## src/rtl/load_store_unit.sv

```systemverilog
// load_store_unit
// Multi-cycle load/store unit between the core datapath and a handshaked data bus.
// Latches one access in IDLE, drives it onto the bus, formats the returned load
// data and holds the core with stall until the transaction completes.

module load_store_unit (
  input  logic        clk,
  input  logic        reset,
  input  logic        mem_read,
  input  logic        mem_write,
  input  logic [2:0]  funct3,
  input  logic [31:0] addr,
  input  logic [31:0] store_data,
  output logic [31:0] read_data,
  output logic        stall,
  output logic        misaligned,
  output logic        bus_req,
  output logic        bus_we,
  output logic [31:0] bus_addr,
  output logic [3:0]  bus_be,
  output logic [31:0] bus_wdata,
  input  logic        bus_gnt,
  input  logic        bus_rvalid,
  input  logic [31:0] bus_rdata
);

  typedef enum logic [1:0] {
    ST_IDLE = 2'd0,
    ST_REQ  = 2'd1,
    ST_WAIT = 2'd2,
    ST_DONE = 2'd3
  } state_t;

  state_t      state;
  logic [2:0]  fmt_funct3;
  logic [1:0]  fmt_off;
  logic [31:0] rdata_q;

  logic        access;
  logic        is_byte;
  logic        is_half;
  logic        launch;
  logic [3:0]  next_be;
  logic [31:0] next_wdata;
  logic [31:0] shifted_rdata;
  logic [31:0] formatted_rdata;

  // Decode access size and alignment from the live core inputs
  always_comb begin
    access     = mem_read | mem_write;
    is_byte    = (funct3 == 3'b000) || (funct3 == 3'b100);
    is_half    = (funct3 == 3'b001) || (funct3 == 3'b101);
    misaligned = 1'b0;
    if (access) begin
      if (is_half) begin
        misaligned = addr[0];
      end else if (!is_byte) begin
        misaligned = (addr[1:0] != 2'b00);
      end
    end
    launch = (state == ST_IDLE) && access && !misaligned;
  end

  // Byte-lane enables and lane-replicated store data for the access being launched
  always_comb begin
    next_be    = 4'b1111;
    next_wdata = store_data;
    if (is_byte) begin
      next_be    = 4'b0001 << addr[1:0];
      next_wdata = {4{store_data[7:0]}};
    end else if (is_half) begin
      next_be    = 4'b0011 << {addr[1], 1'b0};
      next_wdata = {2{store_data[15:0]}};
    end
  end

  // Align returned bus data to bit 0 and apply the latched sign/zero extension
  always_comb begin
    shifted_rdata = bus_rdata >> {fmt_off, 3'b000};
    case (fmt_funct3)
      3'b000:  formatted_rdata = {{24{shifted_rdata[7]}}, shifted_rdata[7:0]};
      3'b001:  formatted_rdata = {{16{shifted_rdata[15]}}, shifted_rdata[15:0]};
      3'b100:  formatted_rdata = {24'b0, shifted_rdata[7:0]};
      3'b101:  formatted_rdata = {16'b0, shifted_rdata[15:0]};
      default: formatted_rdata = shifted_rdata;
    endcase
  end

  // Core hold and load result; the IDLE term is masked while reset is asserted
  // so the core is released as soon as the FSM has been forced back to IDLE
  always_comb begin
    stall = ((state == ST_IDLE) && access && !misaligned && !reset) ||
            (state == ST_REQ) || (state == ST_WAIT);
    read_data = (state == ST_DONE) ? rdata_q : 32'd0;
  end

  // Transaction FSM with registered bus outputs and load result
  always_ff @(posedge clk or posedge reset) begin
    if (reset) begin
      state      <= ST_IDLE;
      bus_req    <= 1'b0;
      bus_we     <= 1'b0;
      bus_addr   <= 32'd0;
      bus_be     <= 4'd0;
      bus_wdata  <= 32'd0;
      fmt_funct3 <= 3'd0;
      fmt_off    <= 2'd0;
      rdata_q    <= 32'd0;
    end else begin
      case (state)
        ST_IDLE: begin
          if (launch) begin
            state      <= ST_REQ;
            bus_req    <= 1'b1;
            bus_we     <= mem_write;
            bus_addr   <= {addr[31:2], 2'b00};
            bus_be     <= next_be;
            bus_wdata  <= next_wdata;
            fmt_funct3 <= funct3;
            fmt_off    <= addr[1:0];
            rdata_q    <= 32'd0;
          end
        end
        ST_REQ: begin
          if (bus_gnt) begin
            bus_req <= 1'b0;
            state   <= bus_we ? ST_DONE : ST_WAIT;
          end
        end
        ST_WAIT: begin
          if (bus_rvalid) begin
            rdata_q <= formatted_rdata;
            state   <= ST_DONE;
          end
        end
        ST_DONE: begin
          state <= ST_IDLE;
        end
        default: begin
          state   <= ST_IDLE;
          bus_req <= 1'b0;
        end
      endcase
    end
  end

endmodule
```

## config.mk

```make
export PLATFORM = sky130hd
export DESIGN_NAME = load_store_unit
export DESIGN_NICKNAME = d
export VERILOG_FILES = /design/src/rtl/load_store_unit.sv
export SDC_FILE = /design/constraint.sdc
export NUM_CORES = 1
export LEC_CHECK = 0
export BUFFER_PORTS_ARGS = -buffer_cell sky130_fd_sc_hd__buf_2
export CAP_MARGIN = 30
export CORE_ASPECT_RATIO = 1.2
export CORE_MARGIN = 3
export CORE_UTILIZATION = 25
export DETAILED_ROUTE_END_ITERATION = 7
export GPL_ROUTABILITY_DRIVEN = 1
export PLACE_DENSITY_LB_ADDON = 0.15
export SYNTH_ARGS = -nofsm -noshare
export SYNTH_HDL_FRONTEND = slang
export SYNTH_SLANG_ARGS = --single-unit
```

## constraint.sdc

```tcl
create_clock -name clk -period 3.9 [get_ports clk]
set_input_delay 0.195 -clock clk [delete_from_list [all_inputs] [get_ports clk]]
set_output_delay 0.195 -clock clk [all_outputs]
set_load 0.03 [all_outputs]
```

# == Word-level counts from Yosys, hierarchy flattened ==
# Index checks and enable logic that the tools add are counted.
# classes
shifts,3
reduce_logical,19
n_bitwise,1
muxes,20
eq_ne,12
# op_table
op,n
$mux W32,5
$pmux W32 S4,1
$pmux W32 S2,1
$shr A32 B5 Y32,1
$eq A3 B3 Y1 const B,4
$reduce_and A3 Y1,3
$mux W4,2
$pmux W2 S4,1
$eq A3 B1 Y1 const B,2
$logic_not A3 Y1,2
$mux W1,6
$mux W2,3
$ne A2 B2 Y1 const B,3
$reduce_bool A2 Y1,3
$eq A2 B2 Y1 const B,2
$logic_or A1 B1 Y1,4
$shl A1 B2 Y4 const A,1
$shl A2 B2 Y4 const A,1
$logic_and A1 B1 Y1,3
$eq A2 B1 Y1 const B,1
$logic_not A1 Y1,2
$logic_not A2 Y1,1
$pmux W1 S2,1
$reduce_and A2 Y1,1
$or A1 B1 Y1,1
# totals
reg_bits,107

# == Logic depth before layout (Yosys ltp) ==
# Gate-level depths: netlist of the first run.
# logic_depth
word_depth,10
depth_mapped,8

# == Worst setup path after synthesis of the first run ==
# Ideal clock, no wire load.
# synth_timing
kind,reg-to-output
startpoint,register state[0]
endpoint,output stall
path_buffers,3
stages_incl_launch_ff,8
slack_ns,1.877
arrival_time_ns,1.828
cell_sequence,dfrtp_1 -> inv_1 -> ha_1 -> buf_6 -> o221ai_2 -> buf_2 -> buf_2 -> o211ai_1
# synth_between
elab_chain_len,6
elab_cells_between_ends,8
classes_between,eq/ne: 2; reduce/logical: 6
# synth_lines
element,line,source
start: declaration,34,state_t state;
start signal: assignment,127,state <= bus_we ? ST_DONE : ST_WAIT;
$logic_not A2 Y1,92,stall = ((state == ST_IDLE) && access && !misaligned && !reset) ||
$logic_and A1 B1 Y1 (3 in a row),92,
$logic_or A1 B1 Y1,92,
$logic_or A1 B1 Y1 *,93,(state == ST_REQ) || (state == ST_WAIT);
end: declaration,15,"output logic stall,"
# Every way passes the cells marked *; elsewhere a longest branch is shown, timed or not.

# == Final worst setup path of the first run ==
# layout_timing
startpoint,register state[0]
endpoint,register rdata_q[21]
# layout_between
elab_chain_len,5
elab_cells_between_ends,9
classes_between,eq/ne: 3; mux: 1; reduce/logical: 5
# layout_lines
element,line,source
$logic_not A2 Y1,"61, 110",
$logic_and A1 B1 Y1 (2 in a row),61,launch = (state == ST_IDLE) && access && !misaligned;
$ne A2 B2 Y1 (no line),--,
$reduce_and A3 Y1 (no line),--,
end signal: assignment,132,rdata_q <= formatted_rdata;
end: declaration,37,logic [31:0] rdata_q;
# Parallel ways exist; a longest one is shown, timed or not.
# A chain may end at the register's enable or synchronous reset.

==> summary.md, run 1 <==
| Metric | Value |
|---|---|
| Outcome | finished with violations |
| Violated checks | hold timing |
| Drt wl/cell | 17.1 um |
| Ys async rst share | 100% |
| H-tree levels | 3 |
| DR vias/cell | 4.66 |
| Delay-heaviest family, CP | compound AO/OA/AOI/OAI gates |
| GRT Resource Usage Total | 13.6% |
| Final period utilization | 61.6% |
| Register area share after synthesis | 49.9% |
| Final Setup Violations | 0 |
| Crit path capture type | flip-flop |
| IO Pins | 209 |
| Avg Cell Area, Syn | 11.1 um^2 |
| Largest area contributor in the netlist | dfrtp_1 |
| Critical path cell sequence | inv_1 -> ha_1 -> o21ai_1 -> o2111ai_2 -> nor3_1 -> a211o_1 |
| Synth unique cells | 41 |
| Post-DP HPWL | 12100 um |
| CTS max path bufs | 2 |
| Final Cell Area | 0.00692 mm^2 |
| CTS buffer count | 9 |
| Worst Tran Pin Value | 0.965 ns |
| Clock sink count | 107 |
| DP Worst Slack | 1.50 ns |
| DR iter-0 viols | 183 |
| CORE AREA | 0.0210 mm^2 |
| Share of the synthesized area in the top cell type | 49.9% |
| Final min period | 2.40 ns |
| GRT overflow | 0 |
| Setup Total Neg Slack | 0 ns |
| Slowest-stage cell, CP | o2111ai_2 |
| Hold buffers post-CTS | 0 |
| Die area | 0.0233 mm^2 |
| Critical Path Stages | 6 |
| Clock Skew | 0.00564 ns |
| Placed cell area | 0.00664 mm^2 |
| Slew Limit Headroom | 35.4% |
| Mapped Area | 0.00537 mm^2 |
| I/O Buffers | 206 |
| Fin util | 32.9% |
| # nets final | 780 |
| Antenna diode count | 0 |
| Peak VDD IR | 0.411 mV |
| 1st-pass router iterations | 4 |
| Fmax | 416 MHz |
| Largest net degree at the start of global routing | 83 |
| Clock Pin Slew Worst Setup and Hold Paths | 0.08 ns |
| CP Class | reg2reg |
| Vias in the first global route | 4798 |
| Flops & latches, synth | 107 |
| Worst setup margin | 1.50 ns |
| Die Wd | 140 um |
| WL final | 16200 um |
| Depth of the most critical reg-to-reg path | 6 |
| Worst R2R End | rdata_q[21] |
| R2R setup slack | 1.50 ns |
| CP Data Arrival Time | 2.64 ns |
| Critical path buffer and inverter count | 1 |
| Worst hold margin | -0.00869 ns |
| Final Non-Filler Cells | 945 |
| Max_cap viols | 0 |
| Top_reg_cell synth | dfrtp_1 |
| Lkg Pwr | 3.59 nW |
| Number of synthesized flops with an enable pin | 0 |
| Worst Setup Start Kind | flip-flop |
| Starting Density | 25.5% |
| Final Hold Fails | 12 |
| FP Rows | 58 |
| Clock root buffer | clkbuf_16 |
| Initial antenna violation count | 2 |
| Max FO, Critical Path | 16 |
| CP required | 4.14 ns |
| Synth top area cells | dfrtp_1 50%, mux2i_1 9.5%, mux2_2 8.6%, and2_1 3.7%, o21ai_0 3.2% |
| Unrepaired setup endpoints after global routing | no |
| Post-Place Cells | 929 |
| Ys Warns | 0 |
| First-pass GRT wire length | 25700 um |
| Area of the multi-input gates | 0.00251 mm^2 |
| Post-CTS Setup Bufs | 0 |
| Final Slew Violations | 0 |
| Clock Latency Late Sink | 0.35 ns |
| Remaining DRCs | 0 |
| Fillers | 2232 |
| PwrDens | 812 mW/mm^2 |
| Most frequent cell after synthesis | dfrtp_1 |
| Ratio of cells with drive above 1 in the final layout | 41.5% |
| Reg area | 0.00268 mm^2 |
| Post-CTS Resized | 0 |
| Final antenna-violating net count | 0 |
| CTS tree | built |
| Worst path max stage delay | 0.69 ns |
| Gpl congestion | 0.864 |
| Most instantiated cells after synthesis | 107 x dfrtp_1, 51 x mux2i_1, 42 x nand2_1, 41 x mux2_2, 34 x o21ai_0 |
| Worst Hold Class | in2async |
| Synth Instances | 482 |
| Critical R2R Launch | state[0] |
| Die H | 166 um |
| Area grow syn2layout | 29.0% |
| DR vias | 4403 |
| Total power | 5.62 mW |
## cell usage in the layout, fill, tap and decap left out, drive strengths merged
master,Yosys,layout
a211o,16,16
a211oi,2,2
a21oi,20,20
a221o,1,1
a22o,2,2
a2bb2oi,1,1
a32o,8,8
and2,32,32
and3,8,8
buf,18,212
clkbuf,18,10
clkinv,0,2
clkinvlp,0,1
conb,1,2
dfrtp,107,107
ha,5,5
inv,6,9
mux2,46,46
mux2i,51,51
mux4,1,1
nand2,42,42
nand2b,2,2
nand3,1,1
nand3b,8,8
nor2,20,20
nor2b,1,1
nor3,8,8
nor3b,1,1
o2111a,2,2
o2111ai,1,1
o211ai,1,1
o21ai,37,37
o221ai,1,1
o22ai,2,2
o2bb2ai,8,8
or2,2,2
or3b,1,1
xor2,1,1
## kinds of logic (layout without fill, tap and decap cells)
family / Yosys count / count (layout) / share of synthesized area (%)
simple gates: 126 / 126 / 12.0
flops: 107 / 107 / 49.9
compound gates: 102 / 102 / 13.4
mux: 98 / 98 / 19.6
buf+inv: 42 / 234 / 3.68
fa+ha+maj: 5 / 5 / 1.17
other cells: 1 / 2 / 0.0699
xor+xnor: 1 / 1 / 0.163
## routing by layer
metal / share of wire [%] / global-route usage, % / vias to the layer above
li1: - / - / 2094
met1: 40 / 15.8 / 2107
met2: 48 / 23.1 / 175
met3: 10 / 5.72 / 23
met4: 1.7 / 3.92 / 4
met5: 0.17 / 0 / -
## state kept, by name, indices dropped and copies added (netlist names)
register,cells
bus_we,1
rdata_q,32
bus_wdata,32
state,2
fmt_funct3,3
fmt_off,2
bus_addr,30
bus_req,1
bus_be,4
## how the worst max path moves through the flow
stage                         from      endpoint
after floorplan              reset  bus_addr[10]
after global placement    state[0]   rdata_q[21]
after detailed placement  state[0]   rdata_q[21]
after CTS                 state[0]         stall
after global routing      state[0]         stall
final                     state[0]   rdata_q[21]
## where the power goes
group	internal, mW	switching, mW
sequential	1.61	0.305
clock	0.448	0.452
combinational	1.01	1.80
total	3.06	2.56
## final cells by class
type | instances | area share, %
Clock buffer | 10 | 3.31
Clock inverter | 6 | 0.813
Inverter | 6 | 0.361
Multi-Input combinational cell | 334 | 36.2
Sequential cell | 107 | 38.7
Tap cell | 270 | 4.88
Timing Repair Buffer | 212 | 15.7
## worst reg2reg max path, cell delays in order (launching register included)
cell and delay (ns):
dfrtp_1 0.43, inv_1 0.14, ha_1 0.40, o21ai_1 0.22, o2111ai_2 0.69, nor3_1 0.16
a211o_1 0.25
(Power assumes the default switching activity.)
==> inputs of run 2 (changes only) <==
- clock period: 3.9 -> 2.15 ns (I/O delays scaled with it)
==> run 2 against run 1 <==
The run now ends clean. Die area unchanged. Largest cell class unchanged. Final cell count rose by 5.5%. First-iteration DRC count is 24% higher. Total power grew 90%. Register-to-register slack got worse by 1.4 ns. Highest routed layer unchanged. Clock power grew 93%. Utilization increased by 2.7 points. Sequential power rose by 80%. Hold slack better by 0.044 ns. Critical path type unchanged. Sequential share of layout area is 3.0 points lower. Non-clock buffer count is 51 higher.
==> summary.md, run 2 (same netlist as run 1, synthesis figures left out) <==
| Metric | Value |
|---|---|
| Clock Pin Slew Worst Setup and Hold Paths | 0.08 ns |
| Worst hold margin | 0.0350 ns |
| Post-DP HPWL | 12400 um |
| Die area | 0.0233 mm^2 |
| PwrDens | 1430 mW/mm^2 |
| Clock sink count | 107 |
| DR iter-0 viols | 227 |
| First-pass GRT wire length | 26600 um |
| CP Data Arrival Time | 2.26 ns |
| I/O Buffers | 206 |
| Initial antenna violation count | 5 |
| CP Class | reg2reg |
| Leading cell type in the layout, fill and taps excluded | buf_2 |
| Starting Density | 25.5% |
| CP required | 2.38 ns |
| Unrepaired setup endpoints after global routing | no |
| Outcome | finished, final reports clean |
| H-tree levels | 3 |
| Vias in the first global route | 4954 |
| Remaining DRCs | 0 |
| Peak VDD IR | 0.731 mV |
| GRT Resource Usage Total | 14.1% |
| Crit path capture type | flip-flop |
| Final period utilization | 94.4% |
| WL final | 16600 um |
| Final min period | 2.03 ns |
| Final Slew Violations | 0 |
| Clock Skew | 0.0105 ns |
| Worst Hold Class | in2reg |
| Top flop regs | bus_wdata: 32 flops, rdata_q: 32 flops, bus_addr: 30 flops |
| Max_cap viols | 0 |
| Final Cell Area | 0.00750 mm^2 |
| Most frequent cells in the layout | 205 x buf_2, 107 x dfrtp_1, 51 x mux2i_1 |
| Final Hold Fails | 0 |
| Critical path cell sequence | inv_2 -> ha_2 -> buf_4 -> or3b_4 -> o2111a_4 -> o2111a_4 -> a211o_1 |
| Gpl congestion | 0.861 |
| DR vias/cell | 4.62 |
| Worst Setup Start Kind | flip-flop |
| Clock Latency Late Sink | 0.35 ns |
| Fmax | 493 MHz |
| GRT overflow | 0 |
| FP Rows | 58 |
| Die Wd | 140 um |
| Final Setup Violations | 0 |
| 1st-pass router iterations | 4 |
| Slew Limit Headroom | 61.3% |
| Worst Setup SP | state[1] |
| Max FO, Critical Path | 17 |
| Clock root buffer | clkbuf_16 |
| Die H | 166 um |
| CORE AREA | 0.0210 mm^2 |
| DR vias | 4603 |
| Most used cell, CP | o2111a_4 |
| CTS buffer count | 9 |
| # nets final | 831 |
| Worst Tran Pin Value | 0.581 ns |
| Area grow syn2layout | 39.8% |
| CTS tree | built |
| Drt wl/cell | 16.6 um |
| Lkg Pwr | 3.86 nW |
| Worst path max stage delay | 0.39 ns |
| Slowest-stage cell, CP | dfrtp_1 |
| IO Pins | 209 |
| Critical R2R Launch | state[1] |
| Hold Crit Start | store_data[4] |
| Ratio of cells with drive above 1 in the final layout | 41.6% |
| CTS max path bufs | 2 |
| Largest net degree at the start of global routing | 66 |
| Placed cell area | 0.00679 mm^2 |
| Final antenna-violating net count | 0 |
| Setup Total Neg Slack | 0 ns |
==> run 2: worst max-delay path, delay by kind of cell (launching register included) <==
family	cells	cell delay (ns)
fa+ha+maj	1	0.18
buf+inv	2	0.19
flops	1	0.39
simple gates	1	0.38
compound gates	3	0.77
==> run 2: layout make-up <==
type | count | area (um^2)
Antenna cell | 1 | 2.50
Clock buffer | 10 | 229
Clock inverter | 6 | 83.8
Fill cell | 2152 | 13500
Inverter | 6 | 26.3
Multi-Input combinational cell | 334 | 2510
Sequential cell | 107 | 2680
Tap cell | 270 | 338
Timing Repair Buffer | 263 | 1630
==> run 2: repair_timing <==
action / CTS / global route
cloned: 1 / 0
setup buffers: 1 / 3
resized for setup: 4 / 1
endpoints found under the hold margin: 99 / 0
pin swaps: 0 / 1
endpoints found under the setup margin: 32 / 1
hold buffers: 32 / 0
==> run 2: path summary, 6_finish.rpt <==
check	endpoint	slack, ns	cells past startpoint
hold reg to reg	bus_wdata[18]	0.48	2
max in group asynchronous	rdata_q[12]	1.22	4
hold / removal	bus_wdata[4]	0.03	2
setup reg to reg	rdata_q[21]	0.12	7
min in group asynchronous	bus_addr[2]	0.39	4
setup / recovery	rdata_q[21]	0.12	7
==> run 2: power by group <==
| group | switching [mW] | total, mW | internal, mW | leakage, nW |
|---|---|---|---|---|
| Clock | 0.811 | 1.74 | 0.932 | 0.152 |
| Combinational | 3.39 | 5.51 | 2.12 | 2.36 |
| Sequential | 0.529 | 3.44 | 2.92 | 1.34 |
==> run 2: through the flow <==
stage	setup slack (ns)	std cells	power (mW)	util [%]
after floorplan	0.133	483	7.16	-
after global placement	0.133	942	8.78	32.2
after detailed placement	0.0993	943	8.95	32.3
after CTS	0.0233	993	10.8	35.5
after global routing	0.00846	997	11.4	35.6
final	0.120	997	10.7	35.6
==> run 2: routing by layer <==
layer	vias to the layer above	global-route usage (%)	part of all wire, %
met3	30	5.28	9.2
li1	2196	-	-
met2	182	23.6	48
met4	8	5.18	2.2
met5	-	0	0.31
met1	2187	16.3	41
==> inputs of run 3 (changes only) <==
- CELL_PAD_IN_SITES_DETAIL_PLACEMENT: not set -> 1
- CELL_PAD_IN_SITES_GLOBAL_PLACEMENT: not set -> 1
==> run 3 against run 2 <==
Critical endpoint is now rdata_q[18]. Hold slack lost 0.0076 ns. Critical path type unchanged. Sequential cell count did not move. Worst setup slack got worse by 0.046 ns.
==> summary.md, run 3 (same netlist as run 1, synthesis figures left out) <==
| Metric | Value |
|---|---|
| Outcome | finished, final reports clean |
| Max FO, Critical Path | 17 |
| Gpl congestion | 0.794 |
| Area grow syn2layout | 39.3% |
| Drt wl/cell | 18.1 um |
| Vias in the first global route | 5101 |
| GRT Resource Usage Total | 15.5% |
| Min-Delay Path Depth | 2 |
| Worst Tran Pin Value | 0.662 ns |
| DR vias/cell | 4.62 |
| Clock sink count | 107 |
| Die area | 0.0233 mm^2 |
| Peak VDD IR | 0.626 mV |
| Worst Hold Class | in2reg |
| CP Data Arrival Time | 2.32 ns |
| IO Pins | 209 |
| PwrDens | 1430 mW/mm^2 |
| Final Non-Filler Cells | 1000 |
| I/O Buffers | 206 |
| Top flop regs | bus_wdata: 32 flops, rdata_q: 32 flops, bus_addr: 30 flops |
| Final period utilization | 96.6% |
| Post-DP HPWL | 13400 um |
| Largest net degree at the start of global routing | 62 |
| Slew Limit Headroom | 55.7% |
| Worst Setup Start Kind | flip-flop |
| FP Rows | 58 |
| CORE AREA | 0.0210 mm^2 |
| Final Slew Violations | 0 |
| Lkg Pwr | 3.85 nW |
| Total power | 10.7 mW |
| Initial antenna violation count | 3 |
| CTS tree | built |
| H-tree levels | 3 |
| CP required | 2.39 ns |
| CP Class | reg2reg |
| Clock root buffer | clkbuf_16 |
| Remaining DRCs | 0 |
| Final Setup Violations | 0 |
| Worst setup margin | 0.0740 ns |
| Final min period | 2.08 ns |
| Depth of the most critical reg-to-reg path | 7 |
| Fmax | 482 MHz |
| Most frequent cells in the layout | 205 x buf_2, 107 x dfrtp_1, 51 x mux2i_1 |
| Placed cell area | 0.00681 mm^2 |
| Max_cap viols | 0 |
| GRT overflow | 0 |
| Clock Skew | 0.0117 ns |
| Fin util | 35.5% |
| DR vias | 4618 |
| Post-Place Cells | 947 |
| Final Cell Area | 0.00747 mm^2 |
| # nets final | 834 |
| Clock Pin Slew Worst Setup and Hold Paths | 0.09 ns |
| Die H | 166 um |
| Clock Latency Late Sink | 0.36 ns |
| Fillers | 2402 |
| WL final | 18100 um |
| Crit path capture type | flip-flop |
| Final antenna-violating net count | 0 |
| Die Wd | 140 um |
| DP Worst Slack | 0.0834 ns |
| CTS max path bufs | 2 |
| CTS buffer count | 9 |
| Ratio of cells with drive above 1 in the final layout | 42.0% |
| First-pass GRT wire length | 28800 um |
| Final Hold Fails | 0 |
| DR iter-0 viols | 190 |
| Starting Density | 25.5% |
| Leading cell type in the layout, fill and taps excluded | buf_2 |
| 1st-pass router iterations | 4 |
## run 3: cell count changes in the layout (fill, tap and decap cells not counted), sizes merged
cell and delta:
buf +4, bufbuf -1, bufinv -1, clkinv -1, inv +2
## run 3: final timing paths
| check | start | to | slack (ns) |
|---|---|---|---|
| max | state[1] | rdata_q[18] | 0.07 |
| min | store_data[2] | bus_wdata[2] | 0.03 |
| max reg2reg | state[1] | rdata_q[18] | 0.07 |
| min reg2reg | bus_wdata[13] | bus_wdata[13] | 0.48 |
| max in group asynchronous | reset | bus_addr[29] | 1.08 |
| min in group asynchronous | reset | bus_addr[19] | 0.39 |
## run 3: worst max-delay path: stages (launching register included)
cell	delay, ns
dfrtp_1	0.40
inv_2	0.09
ha_2	0.18
buf_4	0.11
or3b_4	0.38
o2111a_4	0.25
o2111a_4	0.23
a211o_1	0.29
## run 3: timing repair
action,CTS,global route
pin swaps,0,1
gates resized for setup,2,4
endpoints found under the hold margin,55,0
buffers inserted,1,3
hold buffers,32,0
endpoints found under the setup margin,1,31
## run 3: cell type report
type	instances	area, um^2	share of cell area [%]
antenna	1	2.50	0.0335
clock buffer	10	239	3.20
clock inverter	6	62.6	0.837
inverter	6	26.3	0.352
multi-input combinational	334	2510	33.6
sequential	107	2680	35.8
tap	270	338	4.52
timing repair buffer	266	1620	21.6
## run 3: through the flow
stage                     TNS (ns)  hold slack (ns)
after global placement           0            0.231
after detailed placement         0            0.249
after CTS                        0           0.0109
after floorplan                  0            0.239
after global routing       -0.0491           0.0226
final                            0           0.0274
## run 3: where the power goes
part | internal, mW | switching (mW) | leakage [nW]
Clock | 0.853 | 0.857 | 0.149
Combinational | 2.09 | 3.48 | 2.36
Sequential | 2.92 | 0.524 | 1.34
## run 3: routing by layer
metal,global-route usage (%),up-vias,share of wire (%)
met1,18.3,2259,40
li1,-,2198,-
met4,4.64,4,1.3
met3,4.88,14,7.7
met2,26.9,143,51
met5,0,-,0.077
